==> config.mk <==
export PLATFORM = sky130hd
export DESIGN_NAME = secuenciador_bebida
export DESIGN_NICKNAME = d
export VERILOG_FILES = /design/src/rtl/bebida_pkg.sv /design/src/rtl/contador_etapa.sv /design/src/rtl/secuenciador_bebida.sv
export SDC_FILE = /design/constraint.sdc
export NUM_CORES = 1
export LEC_CHECK = 0
export CAP_MARGIN = 20
export CORE_MARGIN = 3
export CORE_UTILIZATION = 51
export DETAILED_ROUTE_END_ITERATION = 6
export GPL_TIMING_DRIVEN = 0
export PLACE_DENSITY = 0.88
export SLEW_MARGIN = 20
export SYNTH_ARGS = -nofsm -noshare
export SYNTH_HDL_FRONTEND = slang
export SYNTH_SLANG_ARGS = --single-unit
==> constraint.sdc <==
create_clock -name clk -period 3.5 [get_ports clk]
set_input_delay 0.525 -clock clk [delete_from_list [all_inputs] [get_ports clk]]
set_output_delay 0.525 -clock clk [all_outputs]
set_load 0.005 [all_outputs]
==> src/rtl/bebida_pkg.sv <==
// Shared definitions for the drink sequencer: stage encoding, time width and drink codes.
package bebida_pkg;

  localparam int T_W = 2;

  typedef enum logic [2:0] {
    IDLE      = 3'd0,
    AGUA      = 3'd1,
    CAFE      = 3'd2,
    LECHE     = 3'd3,
    CHOCOLATE = 3'd4,
    AZUCAR    = 3'd5,
    DONE      = 3'd6
  } estado_t;

  localparam logic [2:0] CAFE_NEGRO = 3'b001;
  localparam logic [2:0] CAFE_LECHE = 3'b010;
  localparam logic [2:0] CAPUCHINO  = 3'b011;
  localparam logic [2:0] MOCACHINO  = 3'b100;

  function automatic logic selValida(input logic [2:0] s);
    return (s == CAFE_NEGRO) || (s == CAFE_LECHE) || (s == CAPUCHINO) || (s == MOCACHINO);
  endfunction

endpackage

==> src/rtl/contador_etapa.sv <==
// Per-stage remaining-time counter; `last` flags the tick that finishes the stage.
module contador_etapa
  import bebida_pkg::*;
(
  input  logic           clk,
  input  logic           rst,
  input  logic           load,
  input  logic [T_W-1:0] value,
  input  logic           tick,
  output logic [T_W-1:0] rem,
  output logic           last
);

  logic [T_W-1:0] r_rem;

  // A final tick does not decrement: the stage changes instead and the next load takes over.
  always_ff @(posedge clk) begin
    if (rst)
      r_rem <= '0;
    else if (load)
      r_rem <= value;
    else if (tick && (r_rem > T_W'(1)))
      r_rem <= r_rem - T_W'(1);
  end

  assign rem  = r_rem;
  assign last = tick && (r_rem == T_W'(1));

endmodule

==> src/rtl/secuenciador_bebida.sv <==
// Drink dispensing sequencer: walks the five ingredient stages using latched per-drink times.
module secuenciador_bebida
  import bebida_pkg::*;
(
  input  logic           clk,
  input  logic           rst,
  input  logic           start,
  input  logic           cancel,
  input  logic           tick,
  input  logic [2:0]     sel,
  input  logic [T_W-1:0] t_agua,
  input  logic [T_W-1:0] t_cafe,
  input  logic [T_W-1:0] t_leche,
  input  logic [T_W-1:0] t_chocolate,
  input  logic [T_W-1:0] t_azucar,
  output logic           v_agua,
  output logic           v_cafe,
  output logic           v_leche,
  output logic           v_chocolate,
  output logic           v_azucar,
  output logic           busy,
  output logic           done,
  output logic           err,
  output logic [2:0]     etapa
);

  estado_t        r_estado, w_sig;
  logic [T_W-1:0] r_tAgua, r_tCafe, r_tLeche, r_tChocolate, r_tAzucar;
  logic [2:0]     r_sel;
  logic           r_entry, r_err;
  logic           w_acepta, w_load, w_last, w_avanza;
  logic [T_W-1:0] w_valor, w_rem;

  assign w_acepta = (r_estado == IDLE) && start && selValida(sel);
  // A zero-time stage loads rem=0 and leaves after its single cycle.
  assign w_avanza = (w_rem == '0) || w_last;

  contador_etapa u_contador (
    .clk   (clk),
    .rst   (rst),
    .load  (w_load),
    .value (w_valor),
    .tick  (tick && !r_entry),
    .rem   (w_rem),
    .last  (w_last)
  );

  always_comb begin
    w_sig   = r_estado;
    w_load  = 1'b0;
    w_valor = '0;
    case (r_estado)
      IDLE: begin
        if (w_acepta) begin
          w_sig   = AGUA;
          w_load  = 1'b1;
          w_valor = t_agua;
        end
      end
      AGUA, CAFE, LECHE, CHOCOLATE, AZUCAR: begin
        // Cancel wins over a simultaneous final tick.
        if (cancel || !selValida(r_sel)) begin
          w_sig = IDLE;
        end else if (w_avanza) begin
          w_load = 1'b1;
          case (r_estado)
            AGUA:      begin w_sig = CAFE;      w_valor = r_tCafe;      end
            CAFE:      begin w_sig = LECHE;     w_valor = r_tLeche;     end
            LECHE:     begin w_sig = CHOCOLATE; w_valor = r_tChocolate; end
            CHOCOLATE: begin w_sig = AZUCAR;    w_valor = r_tAzucar;    end
            default:   begin w_sig = DONE;      w_load  = 1'b0;         end
          endcase
        end
      end
      DONE:    w_sig = IDLE;
      default: w_sig = IDLE;
    endcase
  end

  always_ff @(posedge clk) begin
    if (rst) begin
      r_estado     <= IDLE;
      r_entry      <= 1'b0;
      r_err        <= 1'b0;
      r_sel        <= '0;
      r_tAgua      <= '0;
      r_tCafe      <= '0;
      r_tLeche     <= '0;
      r_tChocolate <= '0;
      r_tAzucar    <= '0;
    end else begin
      r_estado <= w_sig;
      r_entry  <= w_load;
      r_err    <= (r_estado == IDLE) && start && !selValida(sel);
      if (w_acepta) begin
        r_sel        <= sel;
        r_tAgua      <= t_agua;
        r_tCafe      <= t_cafe;
        r_tLeche     <= t_leche;
        r_tChocolate <= t_chocolate;
        r_tAzucar    <= t_azucar;
      end
    end
  end

  assign v_agua      = (r_estado == AGUA)      && (w_rem != '0);
  assign v_cafe      = (r_estado == CAFE)      && (w_rem != '0);
  assign v_leche     = (r_estado == LECHE)     && (w_rem != '0);
  assign v_chocolate = (r_estado == CHOCOLATE) && (w_rem != '0);
  assign v_azucar    = (r_estado == AZUCAR)    && (w_rem != '0);
  assign busy        = (r_estado != IDLE);
  assign done        = (r_estado == DONE);
  assign err         = r_err;
  assign etapa       = r_estado;

endmodule
==> out/qor.txt <==
Syn_nets - 149
First-pass GRT wire length - 4230 um
Clock Path Buffers - 2
Yosys reg bits - 18
Minimum clock period - 2780 ps
Port Buf Inserts - 27
CTS tree - built
Worst R2R Path Depth - 6
Drt wl/cell - 14.0 um
Worst-path maximum fanout - 10
DRC - 0
Post-synth EDFFs - 0
Skew-Pair Late Insertion Delay - 300 ps
Dpl hpwl - 2070 um
Logic pwr share - 24.7%
Seq/Total Area, Yosys - 32.5%
Initial antenna violation count - 0
Initial DRC Count - 24
All-Layer GR Usage - 20.6%
Hold Path Origin - r_tCafe[0]
Clock share of power - 27.8%
Post-CTS Setup Repair Bufs - 0
Final ANT Viol Nets - 0
Cell Area, Synth - 0.00111 mm2
Setup crit end kind - output port
Slew HR - 54.8%
Worst-Margin Slew - 660 ps
# resized after CTS - 0
Hold Path Class - flop to flop
Commonest non-fill, non-tap cell in the layout - clkdlybuf4s50_1
Clk slew on worst S/H paths - 100 ps
Routability cong. - 0.866
R2R setup slack - 1400 ps
Crit share post-route - 79.3%
TritonRoute pass-1 iters - 4
Core Box Area - 0.00200 mm2
CTS Buf Count - 3
Fmax - 360 MHz
Starting Density - 55.4%
DIE AREA - 0.00277 mm2
N_diodes - 0
Pint - 341 uW
Final WL - 2630 um
FF-to-FF End - u_contador.rem[1]
Worst path required time - 2970 ps
Pins Over Slew Limit - 0
Row count - 16
Sw frac - 27.7%
Sequential share of power - 47.5%
Worst hold margin - 501 ps
Final count of hold timing violations - 0
Ys flop type - dfxtp_1
Hold Crit Depth - 2
Vias per inst - 5.64
Die width - 52.7 um
Syn avg cell area - 8.60 um2
Pin count of the biggest net entering global routing - 11
Async S/R FF share, synth - 0%
Remaining global-route overflow - 0
RSZ-0062 raised after global routing - no
Most frequent cells in the layout - 27 x clkdlybuf4s50_1, 18 x nor2_1, 18 x dfxtp_1
Power Density - 325 mW/mm2
FF-to-FF Start - etapa[0]
P_sw - 131 uW
Status - completed
Cts hold-fix bufs - 0
Worst Path Arrival - 2250 ps
Routed via count - 1,054
Vias in the first global route - 974
Synth Instances - 129
Setup Viol. Count Final - 0
CP Launch Type - flop
Worst setup path class - flop to output port
Root Buffer - clkbuf_4
NumNets Final - 181
Chip Height - 52.7 um
Synth warnings - 0
P&R area growth vs syn - 30.7%
Num ports - 29
H-tree levels - 1
Share of cells above drive strength 1 - 8.75%
Fillers - 177
VDD IR max - 0.000237 V
Static Leakage - 0.000585 uW
Clk sink count - 18
Setup TNS - 0 ps
Skew final - 4.59 ps
Hold endpoint - r_tCafe[0]
Max-Cap Viols - 0
Netlist cell types - 42
worst max-delay path: stages (launching register included):
cell	delay [ps]
dfxtp_1	400
clkbuf_1	340
buf_1	400
nand2b_1	140
nor3_1	150
clkdlybuf4s50_1	520
power by group through the flow:
stage	Clock, uW	Sequential, uW	Combinational (uW)
after global routing	143	226	128
after detailed placement	0	229	116
after floorplan	0	227	73.3
final	131	224	116
after CTS	134	224	116
after global placement	0	228	110
worst max path at each step:
stage                         from                 to  depth (start not counted)
final                     etapa[1]             v_cafe                          5
after global routing      etapa[1]             v_cafe                          5
after CTS                 etapa[1]             v_cafe                          5
after detailed placement     start    r_tChocolate[0]                          7
after global placement       start  u_contador.rem[1]                          6
after floorplan              start  u_contador.rem[1]                          5
synth_stat cells (2+ instances only):
cell type,instances,share of area (%)
buf_6,3,3.0
o31a_1,2,1.6
a31oi_1,2,1.1
inv_1,7,2.4
o211a_1,2,1.8
ha_1,2,2.3
mux2i_1,12,11
or4bb_1,2,2.0
nor4bb_1,3,2.7
dfxtp_1,18,32
clkbuf_1,6,2.0
a21oi_1,3,1.4
nor2_1,18,6.1
and3b_1,2,1.6
a2111oi_0,2,1.6
nand2b_1,2,1.1
nand2_1,3,1.0
o21ai_0,5,2.3
or3_1,3,1.7
xnor2_1,2,1.6
nor3_1,9,4.1
sequential cells by signal, summed over array words and instances, names as in the netlist:
signal          cells
err                 1
etapa               3
r_entry             1
r_sel               3
r_tAzucar           2
r_tCafe             2
r_tChocolate        2
r_tLeche            2
u_contador.rem      2
layer usage:
layer | up-vias | global-route usage [%] | routed length (um) | share of wire, %
li1 | 535 | - | - | -
met1 | 487 | 23.8 | 1160 | 44
met2 | 29 | 37.8 | 1320 | 50
met3 | 3 | 1.71 | 106 | 4.0
met4 | 0 | 9.36 | 38 | 1.4
met5 | - | 0 | 0 | 0
per-stage QoR:
stage | setup WS [ps] | instances | power (uW) | utilization (%) | cell area (um2)
2_1_floorplan | 1510 | 129 | 300 | - | 1110
3_3_place_gp | 943 | 183 | 338 | 70.6 | 1410
3_5_place_dp | 910 | 183 | 345 | 70.6 | 1410
4_1_cts | 763 | 187 | 474 | 72.4 | 1450
5_1_grt | 594 | 187 | 497 | 72.4 | 1450
6_report | 724 | 187 | 471 | 72.4 | 1450
final cells by class:
| type | instances | area, um2 | area share, % |
|---|---|---|---|
| buffer | 11 | 65.1 | 4.49 |
| inverter | 7 | 26.3 | 1.81 |
| timing repair buffer | 27 | 270 | 18.6 |
| sequential | 18 | 360 | 24.8 |
| multi-input combinational | 93 | 658 | 45.4 |
| tap | 27 | 33.8 | 2.33 |
| clock buffer | 4 | 36.3 | 2.50 |
kinds of logic (layout without fill, tap and decap cells):
kind of cell	count (synthesis)	after routing	share of synthesized area [%]
AO/OA/AOI/OAI	27	27	18.5
XOR/XNOR	2	2	1.58
adder cells (fa/ha/maj)	2	2	2.25
buffers and inverters	18	49	8.23
flip-flops	18	18	32.5
multiplexers	12	12	10.8
AND/OR/NAND/NOR	50	50	26.2
(Power assumes the default switching activity.)
